==> config.mk <==
export PLATFORM = sky130hd
export DESIGN_NAME = multicycle_controller
export DESIGN_NICKNAME = d
export VERILOG_FILES = /design/src/rtl/multicycle_controller.sv
export SDC_FILE = /design/constraint.sdc
export NUM_CORES = 1
export LEC_CHECK = 0
export BUFFER_PORTS_ARGS = -buffer_cell sky130_fd_sc_hd__buf_2
export CAP_MARGIN = 30
export CORE_AREA = 2 2 39 41
export DETAILED_ROUTE_END_ITERATION = 7
export DIE_AREA = 0 0 41 43
export PLACE_DENSITY = 0.73
export SLEW_MARGIN = 20
export SYNTH_ARGS = -nofsm -noshare
export SYNTH_HDL_FRONTEND = slang
export SYNTH_SLANG_ARGS = --single-unit
==> constraint.sdc <==
create_clock -name clk -period 2.18 [get_ports clk]
set_input_delay 0.218 -clock clk [delete_from_list [all_inputs] [get_ports clk]]
set_output_delay 0.218 -clock clk [all_outputs]
set_load 0.02 [all_outputs]
==> src/rtl/multicycle_controller.sv <==
// Control FSM for a multicycle datapath with a unified, handshaked memory.
// Moore-style sequencing; only FETCH (mem_ready) and BRANCH (zero) gate outputs on inputs.
module multicycle_controller (
  input  logic       clk,
  input  logic       rst_n,
  input  logic [6:0] opcode,
  input  logic       zero,
  input  logic       mem_ready,
  output logic       pc_write,
  output logic       ir_write,
  output logic       mem_read,
  output logic       mem_write,
  output logic       iord,
  output logic       reg_write,
  output logic       mem_to_reg,
  output logic       alu_src_a,
  output logic       pc_src,
  output logic [1:0] alu_src_b,
  output logic [1:0] alu_op,
  output logic [3:0] state,
  output logic       illegal
);

  typedef enum logic [3:0] {
    S_FETCH    = 4'd0,
    S_DECODE   = 4'd1,
    S_MEM_ADDR = 4'd2,
    S_MEM_RD   = 4'd3,
    S_MEM_WB   = 4'd4,
    S_MEM_WR   = 4'd5,
    S_EXEC_R   = 4'd6,
    S_ALU_WB   = 4'd7,
    S_BRANCH   = 4'd8,
    S_TRAP     = 4'd9
  } state_t;

  localparam logic [6:0] OP_R      = 7'b0110011;
  localparam logic [6:0] OP_LOAD   = 7'b0000011;
  localparam logic [6:0] OP_STORE  = 7'b0100011;
  localparam logic [6:0] OP_BRANCH = 7'b1100011;

  state_t state_q;
  state_t state_nxt;
  logic   illegal_q;

  always_ff @(posedge clk) begin
    if (!rst_n) begin
      state_q   <= S_FETCH;
      illegal_q <= 1'b0;
    end else begin
      state_q   <= state_nxt;
      illegal_q <= illegal_q | (state_nxt == S_TRAP);
    end
  end

  always_comb begin
    state_nxt = S_FETCH;
    case (state_q)
      S_FETCH:    state_nxt = mem_ready ? S_DECODE : S_FETCH;
      S_DECODE: begin
        case (opcode)
          OP_R:               state_nxt = S_EXEC_R;
          OP_LOAD, OP_STORE:  state_nxt = S_MEM_ADDR;
          OP_BRANCH:          state_nxt = S_BRANCH;
          default:            state_nxt = S_TRAP;
        endcase
      end
      S_MEM_ADDR: state_nxt = (opcode == OP_LOAD) ? S_MEM_RD : S_MEM_WR;
      S_MEM_RD:   state_nxt = mem_ready ? S_MEM_WB : S_MEM_RD;
      S_MEM_WB:   state_nxt = S_FETCH;
      S_MEM_WR:   state_nxt = mem_ready ? S_FETCH : S_MEM_WR;
      S_EXEC_R:   state_nxt = S_ALU_WB;
      S_ALU_WB:   state_nxt = S_FETCH;
      S_BRANCH:   state_nxt = S_FETCH;
      S_TRAP:     state_nxt = S_TRAP;
      default:    state_nxt = S_FETCH;
    endcase
  end

  always_comb begin
    pc_write   = 1'b0;
    ir_write   = 1'b0;
    mem_read   = 1'b0;
    mem_write  = 1'b0;
    iord       = 1'b0;
    reg_write  = 1'b0;
    mem_to_reg = 1'b0;
    alu_src_a  = 1'b0;
    pc_src     = 1'b0;
    alu_src_b  = 2'b00;
    alu_op     = 2'b00;
    case (state_q)
      S_FETCH: begin
        mem_read  = 1'b1;
        alu_src_b = 2'b01;
        ir_write  = mem_ready;
        pc_write  = mem_ready;
      end
      S_DECODE:   alu_src_b = 2'b10;
      S_MEM_ADDR: begin
        alu_src_a = 1'b1;
        alu_src_b = 2'b10;
      end
      S_MEM_RD: begin
        mem_read = 1'b1;
        iord     = 1'b1;
      end
      S_MEM_WB: begin
        reg_write  = 1'b1;
        mem_to_reg = 1'b1;
      end
      S_MEM_WR: begin
        mem_write = 1'b1;
        iord      = 1'b1;
      end
      S_EXEC_R: begin
        alu_src_a = 1'b1;
        alu_op    = 2'b10;
      end
      S_ALU_WB:   reg_write = 1'b1;
      S_BRANCH: begin
        alu_src_a = 1'b1;
        alu_op    = 2'b01;
        pc_src    = 1'b1;
        pc_write  = zero;
      end
      default: ;
    endcase
    // Architectural write strobes are suppressed for as long as reset is asserted.
    if (!rst_n) begin
      mem_write = 1'b0;
      reg_write = 1'b0;
    end
  end

  assign state   = state_q;
  assign illegal = illegal_q;

endmodule

==> impl_metrics.json <==
{
  "tightest_slew_ns": 0.5179,
  "syn-instance-count": 69,
  "dpl.hpwl_um": 990,
  "grt_pass1_wl_um": 1807,
  "num_rows": 14,
  "synth.area.mux_share_pct": 4.215,
  "routed_wl_um": 1255,
  "outcome": "finished clean",
  "final_util_pct": 50.72,
  "cts_root_buffer": "clkbuf_4",
  "portBuffers": 28,
  "synth_commonest_cells": "nor2_1, a21oi_1, dfxtp_1, nand2_1, nor3_1",
  "antenna_found_initial": 0,
  "die_w_um": 41,
  "layout.nets": 110,
  "overflow": 0,
  "rsz0062_at_grt": "no",
  "max_stage_delay_ns": 0.59,
  "cts_hold_buf": 0,
  "finalMaxSlewViolations": 0,
  "vias": 589,
  "power.total_w": 0.0003404,
  "synth_area_leader_cell": "dfxtp_1",
  "core_um2": 1384,
  "numClockSinks": 5,
  "fin_setup_tns_ns": 0,
  "worstPathArrival_ns": 1.61,
  "whs_path_depth": 2,
  "yosys.area_share.adder_pct": 0,
  "maxCapViolCount": 0,
  "viasPerCell": 5.167,
  "finalHoldViolations": 0,
  "setup-violations-final": 0,
  "finalCritPeriodShare_pct": 83.73,
  "yosysMostFrequentCell": "nor2_1",
  "timing.critical_path.fanout_max": 14,
  "dpl-instance-area_um2": 675.6,
  "num_io_pins": 29,
  "drt_iter0_drc": 8,
  "firstDrtPassIters": 3,
  "crit_chain": "nand2b_1 -> nand2_1 -> nor3_1 -> buf_2",
  "worst-path-buf-inv": 1,
  "die_area_um2": 1763,
  "insertion_delay_ns": 0.23,
  "p_per_area_nw_per_um2": 484.9,
  "yosys_warnings": 0,
  "synth_edf_count": 0,
  "die_h_um": 43,
  "grt_use_total_pct": 14.27,
  "synth_seq_cells": 5,
  "seq_area_frac_synth_pct": 18.74,
  "synthArstFlopShare_pct": 0,
  "route.detailed.drc": 0,
  "endpoint_kind": "primary output",
  "htreeDepth": 1,
  "wire_per_inst_um": 11.01,
  "ff2ff_path_depth": 4,
  "register_area_um2": 100.1,
  "first_global_vias": 456,
  "yosys.area_share.simple_pct": 45.67,
  "multi_input_comb_area_um2": 400.4,
  "synth-main-ff-cell": "dfxtp_1",
  "ir_drop_mv": 0.3239,
  "synth_top_area_share_pct": 18.74,
  "grt_max_degree": 16,
  "cp_slowest_cell": "dfxtp_1",
  "synth.area.top_cells": "dfxtp_1, nor2_1, nand4bb_4, a21oi_1, buf_4",
  "crit_cells": 4,
  "syn_nets": 80,
  "ant_nets": 0,
  "p_leak_nw": 0.3494,
  "fmaxAchievable_ghz": 0.5479,
  "crit_family": "flip-flops",
  "cts_made_buffers": 3,
  "cts_setup_buffers": 0,
  "syn_area_per_cell_um2": 7.743,
  "clock_skew_ns": 0.0004850,
  "hold_class": "in2reg",
  "ys_types": 35,
  "layout-drive-gt1-share_pct": 39.80,
  "initial_utilization_pct": 38.61,
  "final_area_um2": 701.9,
  "startpoint_type": "flip-flop",
  "num_antenna_cells": 0,
  "area_growth_pct": 31.38,
  "fill_cells": 156,
  "cts_tree": "built",
  "setup.worst_path.class": "reg2out",
  "gp_congestion": 0.8729,
  "clk_pin_slew_ns": 0.04,
  "synth_compound_area_share_pct": 23.42,
  "setup_ws_ns": 0.3548,
  "cts_max_path_buffers": 2,
  "synth_top_family_by_area": "simple AND/OR/NAND/NOR gates",
  "crit_required_ns": 1.96,
  "max_slew_margin_pct": 65.42,
  "cts_resized": 0,
  "dp_slack_ns": 0.6074,
  "synth_area_um2": 534.3,
  "synth-xor-area-share_pct": 1.639,
  "period_needed_ns": 1.825
}
-- power by group --
group	leakage, nW	total, W	switching (W)	internal [W]
logic	0.294	0.000130	0.0000744	0.0000552
clock network	0.0150	0.000101	0.0000321	0.0000688
registers	0.0409	0.000110	0.0000120	0.0000979
total	0.349	0.000340	0.000118	0.000222
-- cell usage in the layout (no fill, tap or decap), types with 2 or more instances in the layout --
cell	synthesis	layout
nand2b_1	3	3
nor3_1	4	4
nand2_1	4	4
o21bai_1	3	3
buf_2	0	28
and2_1	3	3
a21o_1	2	2
dfxtp_1	5	5
inv_1	2	2
a21oi_1	5	5
nor2b_1	2	2
nor2_1	8	8
mux2_2	2	2
clkbuf_4	0	3
or2_1	2	2
-- through the flow --
| stage | std cells | hold WS [ns] |
|---|---|---|
| after CTS | 114 | 0.2268 |
| after global routing | 114 | 0.2414 |
| after global placement | 110 | 0.4526 |
| after floorplan | 69 | 0.3397 |
| final | 114 | 0.2309 |
| after detailed placement | 110 | 0.4681 |
-- worst paths after layout --
check | to | startpoint | slack (ns)
setup / recovery | mem_read | state[0] | 0.35
hold / removal | state[3] | rst_n | 0.23
setup reg to reg | state[2] | state[1] | 0.71
hold reg to reg | illegal | illegal | 0.47
-- final cells by class --
type / instances / share of cell area (%)
repair buffers: 29 / 21.03
clock buffers: 4 / 3.743
multi-input cells: 58 / 57.04
inverters: 2 / 1.070
well taps: 16 / 2.852
flip-flops and latches: 5 / 14.26
-- metal layers --
metal	vias to the layer above	part of all wire (%)	track usage, %
met1	256	47	18.71
met2	22	44	22.50
li1	311	-	-
met3	0	8.4	3.141
met5	-	0	0
met4	0	0	4.000
-- logic make-up (layout without fill, tap and decap cells) --
logic type,after synthesis,in the layout
AO/OA/AOI/OAI,18,18
XOR/XNOR,1,1
buffers and inverters,6,35
flip-flops,5,5
multiplexers,2,2
AND/OR/NAND/NOR,37,37
-- registers in the layout, summed over array words and instances (netlist names) --
| register | cells |
|---|---|
| state | 4 |
| illegal | 1 |
Power figures use the tool's default switching activity.
